===== src/rtl/load_store_unit.sv =====
// Load/store initiator: turns byte/halfword/word requests into word-wide memory
// accesses, doing read-modify-write for sub-word stores and extending load data.
module load_store_unit (
    input  logic        clk,
    input  logic        reset,
    input  logic        req,
    input  logic        we,
    input  logic [1:0]  size,
    input  logic        unsigned_ld,
    input  logic [31:0] addr,
    input  logic [31:0] wdata,
    output logic [31:0] rdata,
    output logic        busy,
    output logic        done,
    output logic        err,
    output logic        mem_write,
    output logic [31:0] mem_addr,
    output logic [31:0] mem_wdata,
    input  logic [31:0] mem_rdata,
    output logic [2:0]  dbg_state
);

    // Handshake: req is taken only when busy=0 (IDLE); the transaction ends with
    // a single-cycle done (err qualified by done); req must be re-presented afterwards.
    typedef enum logic [2:0] {IDLE, LOAD, RMW_READ, WRITE, DONE} state_t;

    state_t      state, state_nxt;
    logic [31:0] addr_q, wdata_q, merge_q;
    logic [1:0]  size_q;
    logic        we_q, uns_q, err_q;
    logic        bad;
    logic [7:0]  byte_sel;
    logic [15:0] half_sel;
    logic [31:0] ld_val, merged;

    assign bad = (size == 2'b11) ||
                 (size == 2'b01 && addr[0]) ||
                 (size == 2'b10 && addr[1:0] != 2'b00);

    always_comb begin
        state_nxt = state;
        case (state)
            IDLE: begin
                if (req) begin
                    if (bad)                state_nxt = DONE;
                    else if (!we)           state_nxt = LOAD;
                    else if (size == 2'b10) state_nxt = WRITE;
                    else                    state_nxt = RMW_READ;
                end
            end
            LOAD:     state_nxt = DONE;
            RMW_READ: state_nxt = WRITE;
            WRITE:    state_nxt = DONE;
            DONE:     state_nxt = IDLE;
            default:  state_nxt = IDLE;
        endcase
    end

    // Little-endian lane extraction and extension for loads.
    always_comb begin
        byte_sel = 8'(mem_rdata >> {addr_q[1:0], 3'b000});
        half_sel = addr_q[1] ? mem_rdata[31:16] : mem_rdata[15:0];
        case (size_q)
            2'b00:   ld_val = uns_q ? {24'h0, byte_sel} : {{24{byte_sel[7]}}, byte_sel};
            2'b01:   ld_val = uns_q ? {16'h0, half_sel} : {{16{half_sel[15]}}, half_sel};
            default: ld_val = mem_rdata;
        endcase
    end

    always_comb begin
        merged = merge_q;
        case (size_q)
            2'b00:   merged[{addr_q[1:0], 3'b000} +: 8] = wdata_q[7:0];
            2'b01:   merged[{addr_q[1], 4'b0000} +: 16] = wdata_q[15:0];
            default: merged = wdata_q;
        endcase
    end

    always_ff @(posedge clk or posedge reset) begin
        if (reset) begin
            state   <= IDLE;
            addr_q  <= '0;
            wdata_q <= '0;
            merge_q <= '0;
            size_q  <= '0;
            we_q    <= 1'b0;
            uns_q   <= 1'b0;
            err_q   <= 1'b0;
            rdata   <= '0;
        end else begin
            state <= state_nxt;
            case (state)
                IDLE: begin
                    if (req) begin
                        addr_q  <= addr;
                        wdata_q <= wdata;
                        size_q  <= size;
                        we_q    <= we;
                        uns_q   <= unsigned_ld;
                        err_q   <= bad;
                    end
                end
                LOAD:     rdata   <= ld_val;
                RMW_READ: merge_q <= mem_rdata;
                default: ;
            endcase
        end
    end

    assign busy      = (state != IDLE);
    assign done      = (state == DONE);
    assign err       = (state == DONE) && err_q;
    assign mem_write = (state == WRITE) && we_q;
    assign mem_addr  = {2'b00, addr_q[31:2]};
    assign mem_wdata = merged;
    assign dbg_state = state;

endmodule

===== config.mk =====
export PLATFORM = sky130hd
export DESIGN_NAME = load_store_unit
export DESIGN_NICKNAME = d
export VERILOG_FILES = /design/src/rtl/load_store_unit.sv
export SDC_FILE = /design/constraint.sdc
export NUM_CORES = 1
export LEC_CHECK = 0
export ABC_AREA = 1
export CAP_MARGIN = 20
export CORE_MARGIN = 2
export CORE_UTILIZATION = 40
export DETAILED_ROUTE_END_ITERATION = 16
export MAX_ROUTING_LAYER = met4
export PLACE_DENSITY_LB_ADDON = 0.08
export RECOVER_POWER = 25
export SYNTH_ARGS = -nofsm -noshare
export SYNTH_HDL_FRONTEND = slang
export SYNTH_SLANG_ARGS = --single-unit

===== constraint.sdc =====
create_clock -name clk -period 10.22 [get_ports clk]
set_input_delay 1.533 -clock clk [delete_from_list [all_inputs] [get_ports clk]]
set_output_delay 1.533 -clock clk [all_outputs]
set_load 0.02 [all_outputs]

==> impl_results.html, run 1 <==
<table>
<tr><th>Metric</th><th>Value</th></tr>
<tr><th colspan="2">Critical path</th></tr>
<tr><td>Largest delay contributor family on the critical path</td><td>buffers and inverters</td></tr>
<tr><td>Path type of the worst setup path</td><td>reg2out</td></tr>
<tr><td>Cell with the most instances on the worst path</td><td>sky130_fd_sc_hd__inv_1</td></tr>
<tr><td>Crit path buf inv count</td><td>3</td></tr>
<tr><td>Required time worst endpoint</td><td>8.69 ns</td></tr>
<tr><td>CP Launch Type</td><td>register</td></tr>
<tr><td>Critical Path Sink Type</td><td>output pin</td></tr>
<tr><td>Reg2Reg Depth</td><td>8</td></tr>
<tr><td>Critical Path, Cell by Cell</td><td>inv_1 &gt; ha_1 &gt; inv_1 &gt; nand3_1 &gt; nor2_1 &gt; a21oi_1 &gt; o21ai_0 &gt; clkdlybuf4s50_1</td></tr>
<tr><td>Top fanout value on the critical path</td><td>16</td></tr>
<tr><td>Slowest cell delay on critical path</td><td>0.66 ns</td></tr>
<tr><td>CP Depth</td><td>8</td></tr>
<tr><td>Worst endpoint data arrival time</td><td>3.20 ns</td></tr>
<tr><td>Crit-path slowest cell</td><td>sky130_fd_sc_hd__clkdlybuf4s50_1</td></tr>
<tr><th colspan="2">STA</th></tr>
<tr><td>Worst Tran Pin Value</td><td>2.81 ns</td></tr>
<tr><td>Final critical-path required period</td><td>4.74 ns</td></tr>
<tr><td>Max-slew headroom</td><td>-0.881</td></tr>
<tr><td>Final critical-path setup slack</td><td>5.48 ns</td></tr>
<tr><td>Unrepaired setup endpoints after global routing</td><td>no</td></tr>
<tr><td>Maximum clock frequency</td><td>0.211 GHz</td></tr>
<tr><td>Final period util</td><td>0.463</td></tr>
<tr><td>Worst Clk Skew</td><td>0.00573 ns</td></tr>
<tr><td>Total negative slack</td><td>0 ns</td></tr>
<tr><td>Fin Hold WS</td><td>0.474 ns</td></tr>
<tr><td>Number of hold violations in the final report</td><td>0</td></tr>
<tr><td>Final Max Tran Viols</td><td>64</td></tr>
<tr><td>Final setup vio count</td><td>0</td></tr>
<tr><th colspan="2">Detailed routing</th></tr>
<tr><td>Per-cell routed wire length</td><td>16.1 um</td></tr>
<tr><td>DRT Wirelength</td><td>21400 um</td></tr>
<tr><td>Iteration-0 DRC count of the detailed router</td><td>446</td></tr>
<tr><td>Via-to-Cell Ratio</td><td>4.94</td></tr>
<tr><td>Vias post-DR</td><td>6568</td></tr>
<tr><td>Remaining design rule violation count</td><td>0</td></tr>
<tr><td>First-pass detailed-route iteration total</td><td>5</td></tr>
<tr><td>Post-DRT Antenna Nets</td><td>0</td></tr>
<tr><th colspan="2">Floorplanning</th></tr>
<tr><td>I/O pin total</td><td>206</td></tr>
<tr><td>Horizontal die dimension</td><td>137 um</td></tr>
<tr><td>Die Height</td><td>137 um</td></tr>
<tr><td>Core area</td><td>0.0174 mm2</td></tr>
<tr><td>Number of placement rows</td><td>48</td></tr>
<tr><td>Starting Density</td><td>0.410</td></tr>
<tr><td>Area of the die</td><td>0.0189 mm2</td></tr>
<tr><th colspan="2">Clock network</th></tr>
<tr><td>Root Driver</td><td>sky130_fd_sc_hd__clkbuf_16</td></tr>
<tr><td>Num Clock Sinks</td><td>136</td></tr>
<tr><td>Clock tree from TritonCTS</td><td>yes</td></tr>
<tr><td>Hold buffers post-CTS</td><td>0</td></tr>
<tr><td>Clock insertion delay at the later pin of the skew report</td><td>0.43 ns</td></tr>
<tr><td>Worst-path clk slew</td><td>0.06 ns</td></tr>
<tr><td>Max Buffers Root-to-Sink</td><td>2</td></tr>
<tr><td>Inserted Clock Buffers</td><td>17</td></tr>
<tr><td>PostCTS Resize Cnt</td><td>0</td></tr>
<tr><td>Depth of the CTS H-tree</td><td>4</td></tr>
<tr><td>Post-CTS setup buffer count</td><td>0</td></tr>
<tr><th colspan="2">Power and ir drop</th></tr>
<tr><td>Leakage power summed over all cells</td><td>4.50 nW</td></tr>
<tr><td>Flop pwr share</td><td>0.277</td></tr>
<tr><td>Switching Share</td><td>0.453</td></tr>
<tr><td>Sw Pwr</td><td>1.61 mW</td></tr>
<tr><td>Total power divided by cell area</td><td>371 mW/mm2</td></tr>
<tr><td>Internal power summed over all cells</td><td>1.95 mW</td></tr>
<tr><td>Clock network power share</td><td>0.166</td></tr>
<tr><td>Maximum VDD drop</td><td>0.214 mV</td></tr>
<tr><td>Design Power</td><td>3.56 mW</td></tr>
<tr><td>Share of power burned in combinational logic</td><td>0.557</td></tr>
<tr><th colspan="2">Global route</th></tr>
<tr><td>Total grt overflow</td><td>0</td></tr>
<tr><td>Total global-route track usage</td><td>0.238</td></tr>
<tr><td>Number of global-route vias before repair</td><td>6278</td></tr>
<tr><td>Antenna violations before repair</td><td>0</td></tr>
<tr><td>Largest net degree at the start of global routing</td><td>75</td></tr>
<tr><td>Wire length of the first global-routing pass</td><td>33100 um</td></tr>
<tr><th colspan="2">Place</th></tr>
<tr><td>Final estimated routing congestion in global placement</td><td>0.881</td></tr>
<tr><td>Post-Place Worst Slack</td><td>5.45 ns</td></tr>
<tr><td>Total half-perimeter wirelength after legalization and detailed placement</td><td>15300 um</td></tr>
<tr><td>Port buffer count</td><td>203</td></tr>
<tr><th colspan="2">Worst hold path</th></tr>
<tr><td>Number of cells on the worst hold path</td><td>2</td></tr>
<tr><td>Tightest Hold Check Type</td><td>reg2reg</td></tr>
<tr><th colspan="2">Status</th></tr>
<tr><td>Run status</td><td>finished, violations left</td></tr>
<tr><td>Failing checks</td><td>max-capacitance violations, max-slew violations</td></tr>
<tr><th colspan="2">Synthesis</th></tr>
<tr><td>Gate count after technology mapping</td><td>938</td></tr>
<tr><td>Prevailing post-synth register cell</td><td>sky130_fd_sc_hd__dfrtp_1</td></tr>
<tr><td>Average footprint of a synthesized cell</td><td>7.58 um2</td></tr>
<tr><td>Post-synth EDFFs</td><td>0</td></tr>
<tr><td>Netlist cell types</td><td>29</td></tr>
<tr><td>Seq cells post-synth</td><td>136</td></tr>
<tr><td>Fraction of registers with async set or reset after synthesis</td><td>1.00</td></tr>
<tr><td>Post-Syn Area</td><td>0.00711 mm2</td></tr>
<tr><td>Ys Warns</td><td>0</td></tr>
<tr><td>Portion of the post-synthesis area used by sequential elements</td><td>0.478</td></tr>
<tr><th colspan="2">Cells and area</th></tr>
<tr><td>Share of the core filled with cells in the final layout</td><td>0.553</td></tr>
<tr><td>Leading cell type in the layout, fill and taps excluded</td><td>sky130_fd_sc_hd__nand2_1</td></tr>
<tr><td>Synth-to-Final Area Change</td><td>34.8%</td></tr>
<tr><td>Commonest cells after routing, fill and taps aside</td><td>337 x sky130_fd_sc_hd__nand2_1, 173 x sky130_fd_sc_hd__clkdlybuf4s50_1, 136 x sky130_fd_sc_hd__dfrtp_1</td></tr>
<tr><td>Number of nets in the finished design</td><td>1197</td></tr>
<tr><td>Share of post-route cells with drive strength above 1</td><td>0.0626</td></tr>
<tr><th colspan="2">Run</th></tr>
<tr><td>Number of maximum-capacitance constraint violations</td><td>1</td></tr>
</table>
==> synth_stat cells, types with 7 or more instances <==
| master | n | share of area |
|---|---|---|
| sky130_fd_sc_hd__dfrtp_1 | 136 | 0.48 |
| sky130_fd_sc_hd__nand2_1 | 337 | 0.18 |
| sky130_fd_sc_hd__inv_1 | 101 | 0.053 |
| sky130_fd_sc_hd__buf_4 | 39 | 0.041 |
| sky130_fd_sc_hd__a22oi_1 | 7 | 0.0074 |
| sky130_fd_sc_hd__o21ai_1 | 11 | 0.0077 |
| sky130_fd_sc_hd__clkbuf_1 | 22 | 0.012 |
| sky130_fd_sc_hd__nor2_1 | 12 | 0.0063 |
| sky130_fd_sc_hd__or2_2 | 16 | 0.014 |
| sky130_fd_sc_hd__o22ai_1 | 27 | 0.024 |
| sky130_fd_sc_hd__buf_2 | 14 | 0.0099 |
| sky130_fd_sc_hd__o21ai_0 | 86 | 0.061 |
| sky130_fd_sc_hd__a21oi_1 | 63 | 0.044 |
| sky130_fd_sc_hd__o211ai_1 | 13 | 0.014 |
| sky130_fd_sc_hd__nand3_1 | 25 | 0.018 |
==> area by class of cell <==
cell class	count	area, um2
Fill cell	1670	7760
Timing Repair Buffer	210	2100
Clock inverter	14	130
Tap cell	225	282
Inverter	106	399
Clock buffer	18	429
Multi-Input combinational cell	618	2840
Sequential cell	136	3400
Antenna cell	2	5.00
==> routing by layer <==
layer | wire length (um) | track usage | share of wire
met1 | 9400 | 0.311 | 0.44
met2 | 10100 | 0.371 | 0.47
met3 | 1590 | 0.0578 | 0.074
met4 | 365 | 0.0636 | 0.017
met5 | 0 | - | 0
==> metrics by stage <==
| step | instances | area, um2 |
|---|---|---|
| global route | 1327 | 9590 |
| finish | 1329 | 9590 |
| global placement | 1294 | 9000 |
| floorplan | 939 | 7120 |
| CTS | 1326 | 9560 |
| detailed placement | 1294 | 9000 |
==> logic make-up after synthesis <==
kind of cell | Yosys count | share of synthesized area
buffers and inverters | 185 | 0.124
AOI/OAI and AO/OA | 208 | 0.159
DFF | 136 | 0.478
and+or+nand+nor | 403 | 0.230
other | 1 | 0.000527
adders and majority gates | 5 | 0.00880
==> tightest hold or removal path, stage by stage (launching register included) <==
cell and delay [ns]:
sky130_fd_sc_hd__dfrtp_1 0.34, sky130_fd_sc_hd__nand2_1 0.05, sky130_fd_sc_hd__nand2_1 0.05
==> state kept, by name, indices dropped and copies added (netlist names) <==
name and cells:
addr_q 32, dbg_state 3, err_q 1, merge_q 32
rdata 32, size_q 2, uns_q 1, wdata_q 32
we_q 1
==> power by group through the flow <==
stage / sequential (mW) / combinational (mW) / clock [mW]
after floorplan: 1.02 / 1.23 / 0
after global placement: 1.01 / 1.96 / 0
after detailed placement: 1.00 / 1.97 / 0
after CTS: 1.00 / 1.98 / 0.601
after global routing: 1.01 / 2.18 / 0.626
final: 0.986 / 1.99 / 0.591
==> worst paths after layout <==
path | to | startpoint | slack (ns)
max in group asynchronous | wdata_q[11] | reset | 5.94
hold reg to reg | addr_q[23] | addr_q[23] | 0.47
hold / removal | addr_q[23] | addr_q[23] | 0.47
setup / recovery | mem_wdata[24] | addr_q[0] | 5.48
setup reg to reg | addr_q[0] | dbg_state[0] | 7.68
min in group asynchronous | addr_q[6] | reset | 2.36
(Power assumes the default switching activity.)
==> inputs of run 2 (changes only) <==
- clock period: 10.22 -> 4.16 ns (I/O delays scaled with it)
==> impl_results.html, run 2 (synthesis results as in run 1) <==
<table>
<tr><th>Metric</th><th>Value</th></tr>
<tr><th colspan="2">Floorplanning</th></tr>
<tr><td>Core area</td><td>0.0174 mm2 (unchanged)</td></tr>
<tr><td>Die Height</td><td>137 um (unchanged)</td></tr>
<tr><td>Number of placement rows</td><td>48 (unchanged)</td></tr>
<tr><td>I/O pin total</td><td>206 (unchanged)</td></tr>
<tr><td>Starting Density</td><td>0.410 (unchanged)</td></tr>
<tr><td>Horizontal die dimension</td><td>137 um (unchanged)</td></tr>
<tr><td>Area of the die</td><td>0.0189 mm2 (unchanged)</td></tr>
<tr><th colspan="2">Critical path</th></tr>
<tr><td>Critical R2R Capture</td><td>wdata_q[6] (was addr_q[0])</td></tr>
<tr><td>Critical Path Sink Type</td><td>output pin (unchanged)</td></tr>
<tr><td>R2R setup slack</td><td>1.79 ns (was 7.68 ns)</td></tr>
<tr><td>Cell with the most instances on the worst path</td><td>sky130_fd_sc_hd__nand2_1 (was sky130_fd_sc_hd__inv_1)</td></tr>
<tr><td>Crit-path slowest cell</td><td>sky130_fd_sc_hd__clkdlybuf4s50_1 (unchanged)</td></tr>
<tr><td>Required time worst endpoint</td><td>3.54 ns (was 8.69 ns)</td></tr>
<tr><td>Largest delay contributor family on the critical path</td><td>simple AND/OR/NAND/NOR gates (was buffers and inverters)</td></tr>
<tr><td>Reg2reg start</td><td>dbg_state[0] (unchanged)</td></tr>
<tr><td>CP Launch Type</td><td>register (unchanged)</td></tr>
<tr><td>Reg2Reg Depth</td><td>8 (unchanged)</td></tr>
<tr><td>Crit path buf inv count</td><td>2 (was 3)</td></tr>
<tr><td>Slowest cell delay on critical path</td><td>0.61 ns (was 0.66 ns)</td></tr>
<tr><td>Worst endpoint data arrival time</td><td>3.16 ns (was 3.20 ns)</td></tr>
<tr><td>Top fanout value on the critical path</td><td>14 (was 16)</td></tr>
<tr><td>Critical Path, Cell by Cell</td><td>inv_2 &gt; nand2_1 &gt; nor2_2 &gt; nor2_4 &gt; nand2_1 &gt; nand2_1 &gt; nand2_1 &gt; clkdlybuf4s50_1 (was inv_1 &gt; ha_1 &gt; inv_1 &gt; nand3_1 &gt; nor2_1 &gt; a21oi_1 &gt; o21ai_0 &gt; clkdlybuf4s50_1)</td></tr>
<tr><td>Path type of the worst setup path</td><td>reg2out (unchanged)</td></tr>
<tr><th colspan="2">Place</th></tr>
<tr><td>Port buffer count</td><td>203 (unchanged)</td></tr>
<tr><td>Total half-perimeter wirelength after legalization and detailed placement</td><td>15600 um (was 15300 um)</td></tr>
<tr><td>Final estimated routing congestion in global placement</td><td>0.907 (was 0.881)</td></tr>
<tr><th colspan="2">STA</th></tr>
<tr><td>Unrepaired setup endpoints after global routing</td><td>no (unchanged)</td></tr>
<tr><td>Worst Clk Skew</td><td>0.00718 ns (was 0.00573 ns)</td></tr>
<tr><td>Final critical-path required period</td><td>3.78 ns</td></tr>
<tr><td>Maximum clock frequency</td><td>0.264 GHz</td></tr>
<tr><td>Number of hold violations in the final report</td><td>0 (unchanged)</td></tr>
<tr><td>Final setup vio count</td><td>0 (unchanged)</td></tr>
<tr><td>Max-slew headroom</td><td>-0.267 (was -0.881)</td></tr>
<tr><td>Total negative slack</td><td>0 ns (unchanged)</td></tr>
<tr><td>Worst Tran Pin Value</td><td>1.90 ns (was 2.81 ns)</td></tr>
<tr><td>Final period util</td><td>0.909</td></tr>
<tr><td>Final Max Tran Viols</td><td>137 (was 64)</td></tr>
<tr><th colspan="2">Detailed routing</th></tr>
<tr><td>Iteration-0 DRC count of the detailed router</td><td>410 (was 446)</td></tr>
<tr><td>Remaining design rule violation count</td><td>0 (unchanged)</td></tr>
<tr><td>Per-cell routed wire length</td><td>16.5 um (was 16.1 um)</td></tr>
<tr><td>Vias post-DR</td><td>6566 (was 6568)</td></tr>
<tr><td>Via-to-Cell Ratio</td><td>4.95 (was 4.94)</td></tr>
<tr><td>Post-DRT Antenna Nets</td><td>0 (unchanged)</td></tr>
<tr><td>First-pass detailed-route iteration total</td><td>5 (unchanged)</td></tr>
<tr><td>DRT Wirelength</td><td>21900 um (was 21400 um)</td></tr>
<tr><th colspan="2">Worst hold path</th></tr>
<tr><td>Tightest Hold Check Type</td><td>reg2reg (unchanged)</td></tr>
<tr><td>Worst hold start</td><td>rdata[9] (was addr_q[23])</td></tr>
<tr><td>Number of cells on the worst hold path</td><td>2 (unchanged)</td></tr>
<tr><td>Worst Hold Path EP</td><td>rdata[9] (was addr_q[23])</td></tr>
<tr><th colspan="2">Global route</th></tr>
<tr><td>Total grt overflow</td><td>0 (unchanged)</td></tr>
<tr><td>Antenna violations before repair</td><td>0 (unchanged)</td></tr>
<tr><td>Number of global-route vias before repair</td><td>6328 (was 6278)</td></tr>
<tr><td>Wire length of the first global-routing pass</td><td>34300 um (was 33100 um)</td></tr>
<tr><td>Total global-route track usage</td><td>0.248 (was 0.238)</td></tr>
<tr><td>Largest net degree at the start of global routing</td><td>137 (was 75)</td></tr>
<tr><th colspan="2">Clock network</th></tr>
<tr><td>Worst-path clk slew</td><td>0.06 ns (about the same)</td></tr>
<tr><td>Max Buffers Root-to-Sink</td><td>2 (unchanged)</td></tr>
<tr><td>Depth of the CTS H-tree</td><td>4 (unchanged)</td></tr>
<tr><td>Num Clock Sinks</td><td>136 (unchanged)</td></tr>
<tr><td>PostCTS Resize Cnt</td><td>0 (unchanged)</td></tr>
<tr><td>Root Driver</td><td>sky130_fd_sc_hd__clkbuf_16 (unchanged)</td></tr>
<tr><td>Inserted Clock Buffers</td><td>17 (unchanged)</td></tr>
<tr><td>Hold buffers post-CTS</td><td>0 (unchanged)</td></tr>
<tr><td>Clock tree from TritonCTS</td><td>yes (unchanged)</td></tr>
<tr><td>Post-CTS setup buffer count</td><td>0 (unchanged)</td></tr>
<tr><td>Clock insertion delay at the later pin of the skew report</td><td>0.43 ns (about the same)</td></tr>
<tr><th colspan="2">Status</th></tr>
<tr><td>Failing checks</td><td>max-capacitance violations, max-slew violations (unchanged)</td></tr>
<tr><td>Run status</td><td>finished, violations left (unchanged)</td></tr>
<tr><th colspan="2">Run</th></tr>
<tr><td>Number of maximum-capacitance constraint violations</td><td>1 (unchanged)</td></tr>
<tr><th colspan="2">Power and ir drop</th></tr>
<tr><td>Design Power</td><td>9.01 mW (was 3.56 mW)</td></tr>
<tr><td>Maximum VDD drop</td><td>0.513 mV (was 0.214 mV)</td></tr>
<tr><td>Leakage power summed over all cells</td><td>4.55 nW (was 4.50 nW)</td></tr>
<tr><td>Total power divided by cell area</td><td>932 mW/mm2 (was 371 mW/mm2)</td></tr>
<tr><th colspan="2">Cells and area</th></tr>
<tr><td># fillers</td><td>1692 (was 1670)</td></tr>
<tr><td>Synth-to-Final Area Change</td><td>35.9% (was 34.8%)</td></tr>
<tr><td>Antenna diode instance count</td><td>0 (was 2)</td></tr>
<tr><td>Share of post-route cells with drive strength above 1</td><td>0.0626 (unchanged)</td></tr>
<tr><td>Number of nets in the finished design</td><td>1198 (was 1197)</td></tr>
<tr><td>Leading cell type in the layout, fill and taps excluded</td><td>sky130_fd_sc_hd__nand2_1 (unchanged)</td></tr>
<tr><td>Commonest cells after routing, fill and taps aside</td><td>337 x sky130_fd_sc_hd__nand2_1, 201 x sky130_fd_sc_hd__clkdlybuf4s50_1, 136 x sky130_fd_sc_hd__dfrtp_1 (was 337 x sky130_fd_sc_hd__nand2_1, 173 x sky130_fd_sc_hd__clkdlybuf4s50_1, 136 x sky130_fd_sc_hd__dfrtp_1)</td></tr>
</table>
==> run 2: cell types whose count changed in the layout (fill, tap and decap cells not counted), moves of 3 or more <==
cell / delta
sky130_fd_sc_hd__bufinv_16: +4
sky130_fd_sc_hd__clkdlybuf4s50_1: +28
sky130_fd_sc_hd__clkinv_4: -3
sky130_fd_sc_hd__clkinvlp_4: -4
sky130_fd_sc_hd__dlygate4sd3_1: -28
sky130_fd_sc_hd__o21ai_0: -3
sky130_fd_sc_hd__o21ai_1: +3
==> run 2: layout make-up <==
type	instances	area [um2]	share of cell area
Multi-Input combinational cell	618	2840	0.294
Inverter	106	402	0.0415
Timing Repair Buffer	211	2090	0.216
Clock inverter	11	195	0.0202
Tap cell	225	282	0.0291
Sequential cell	136	3400	0.352
Clock buffer	20	457	0.0472
==> run 2: how the worst max path moves through the flow <==
| stage | start | endpoint | slack (ns) | depth (start not counted) |
|---|---|---|---|---|
| final | size_q[1] | mem_wdata[5] | 0.38 | 8 |
| after global routing | addr_q[0] | mem_wdata[24] | 0.17 | 8 |
| after floorplan | addr_q[1] | mem_wdata[25] | 1.70 | 8 |
| after global placement | addr_q[0] | mem_wdata[24] | 0.92 | 8 |
| after detailed placement | size_q[1] | mem_wdata[5] | 0.82 | 8 |
| after CTS | size_q[1] | mem_wdata[5] | 0.38 | 8 |
==> run 2: where the power goes <==
group	total, mW	switching [mW]	internal, mW
combinational	4.87	2.90	1.97
sequential	2.43	0.445	1.99
clock	1.70	0.607	1.09
==> run 2: tightest hold or removal path, stage by stage, from the launching register on <==
cell	delay (ns)
sky130_fd_sc_hd__dfrtp_1	0.34
sky130_fd_sc_hd__nand2_1	0.05
sky130_fd_sc_hd__nand2_1	0.05
==> run 2: stage by stage <==
| stage | hold WS, ns | worst slack [ns] | utilization | area (um2) | instances |
|---|---|---|---|---|---|
| 2_1_floorplan | 0.449 | 1.70 | - | 7120 | 939 |
| 3_3_place_gp | 0.461 | 0.916 | 0.520 | 9030 | 1296 |
| 6_report | 0.476 | 0.377 | 0.557 | 9670 | 1327 |
| 5_1_grt | 0.498 | 0.173 | 0.557 | 9670 | 1327 |
| 4_1_cts | 0.482 | 0.378 | 0.558 | 9680 | 1327 |
| 3_5_place_dp | 0.465 | 0.821 | 0.520 | 9030 | 1296 |
==> run 2: metal layers <==
layer / share of wire / vias to the layer above / global-route usage / routed length, um
li1: - / 3252 / - / -
met1: 0.44 / 3050 / 0.331 / 9690
met2: 0.47 / 235 / 0.382 / 10300
met3: 0.069 / 29 / 0.0533 / 1510
met4: 0.019 / 0 / 0.0739 / 419
met5: 0 / - / - / 0
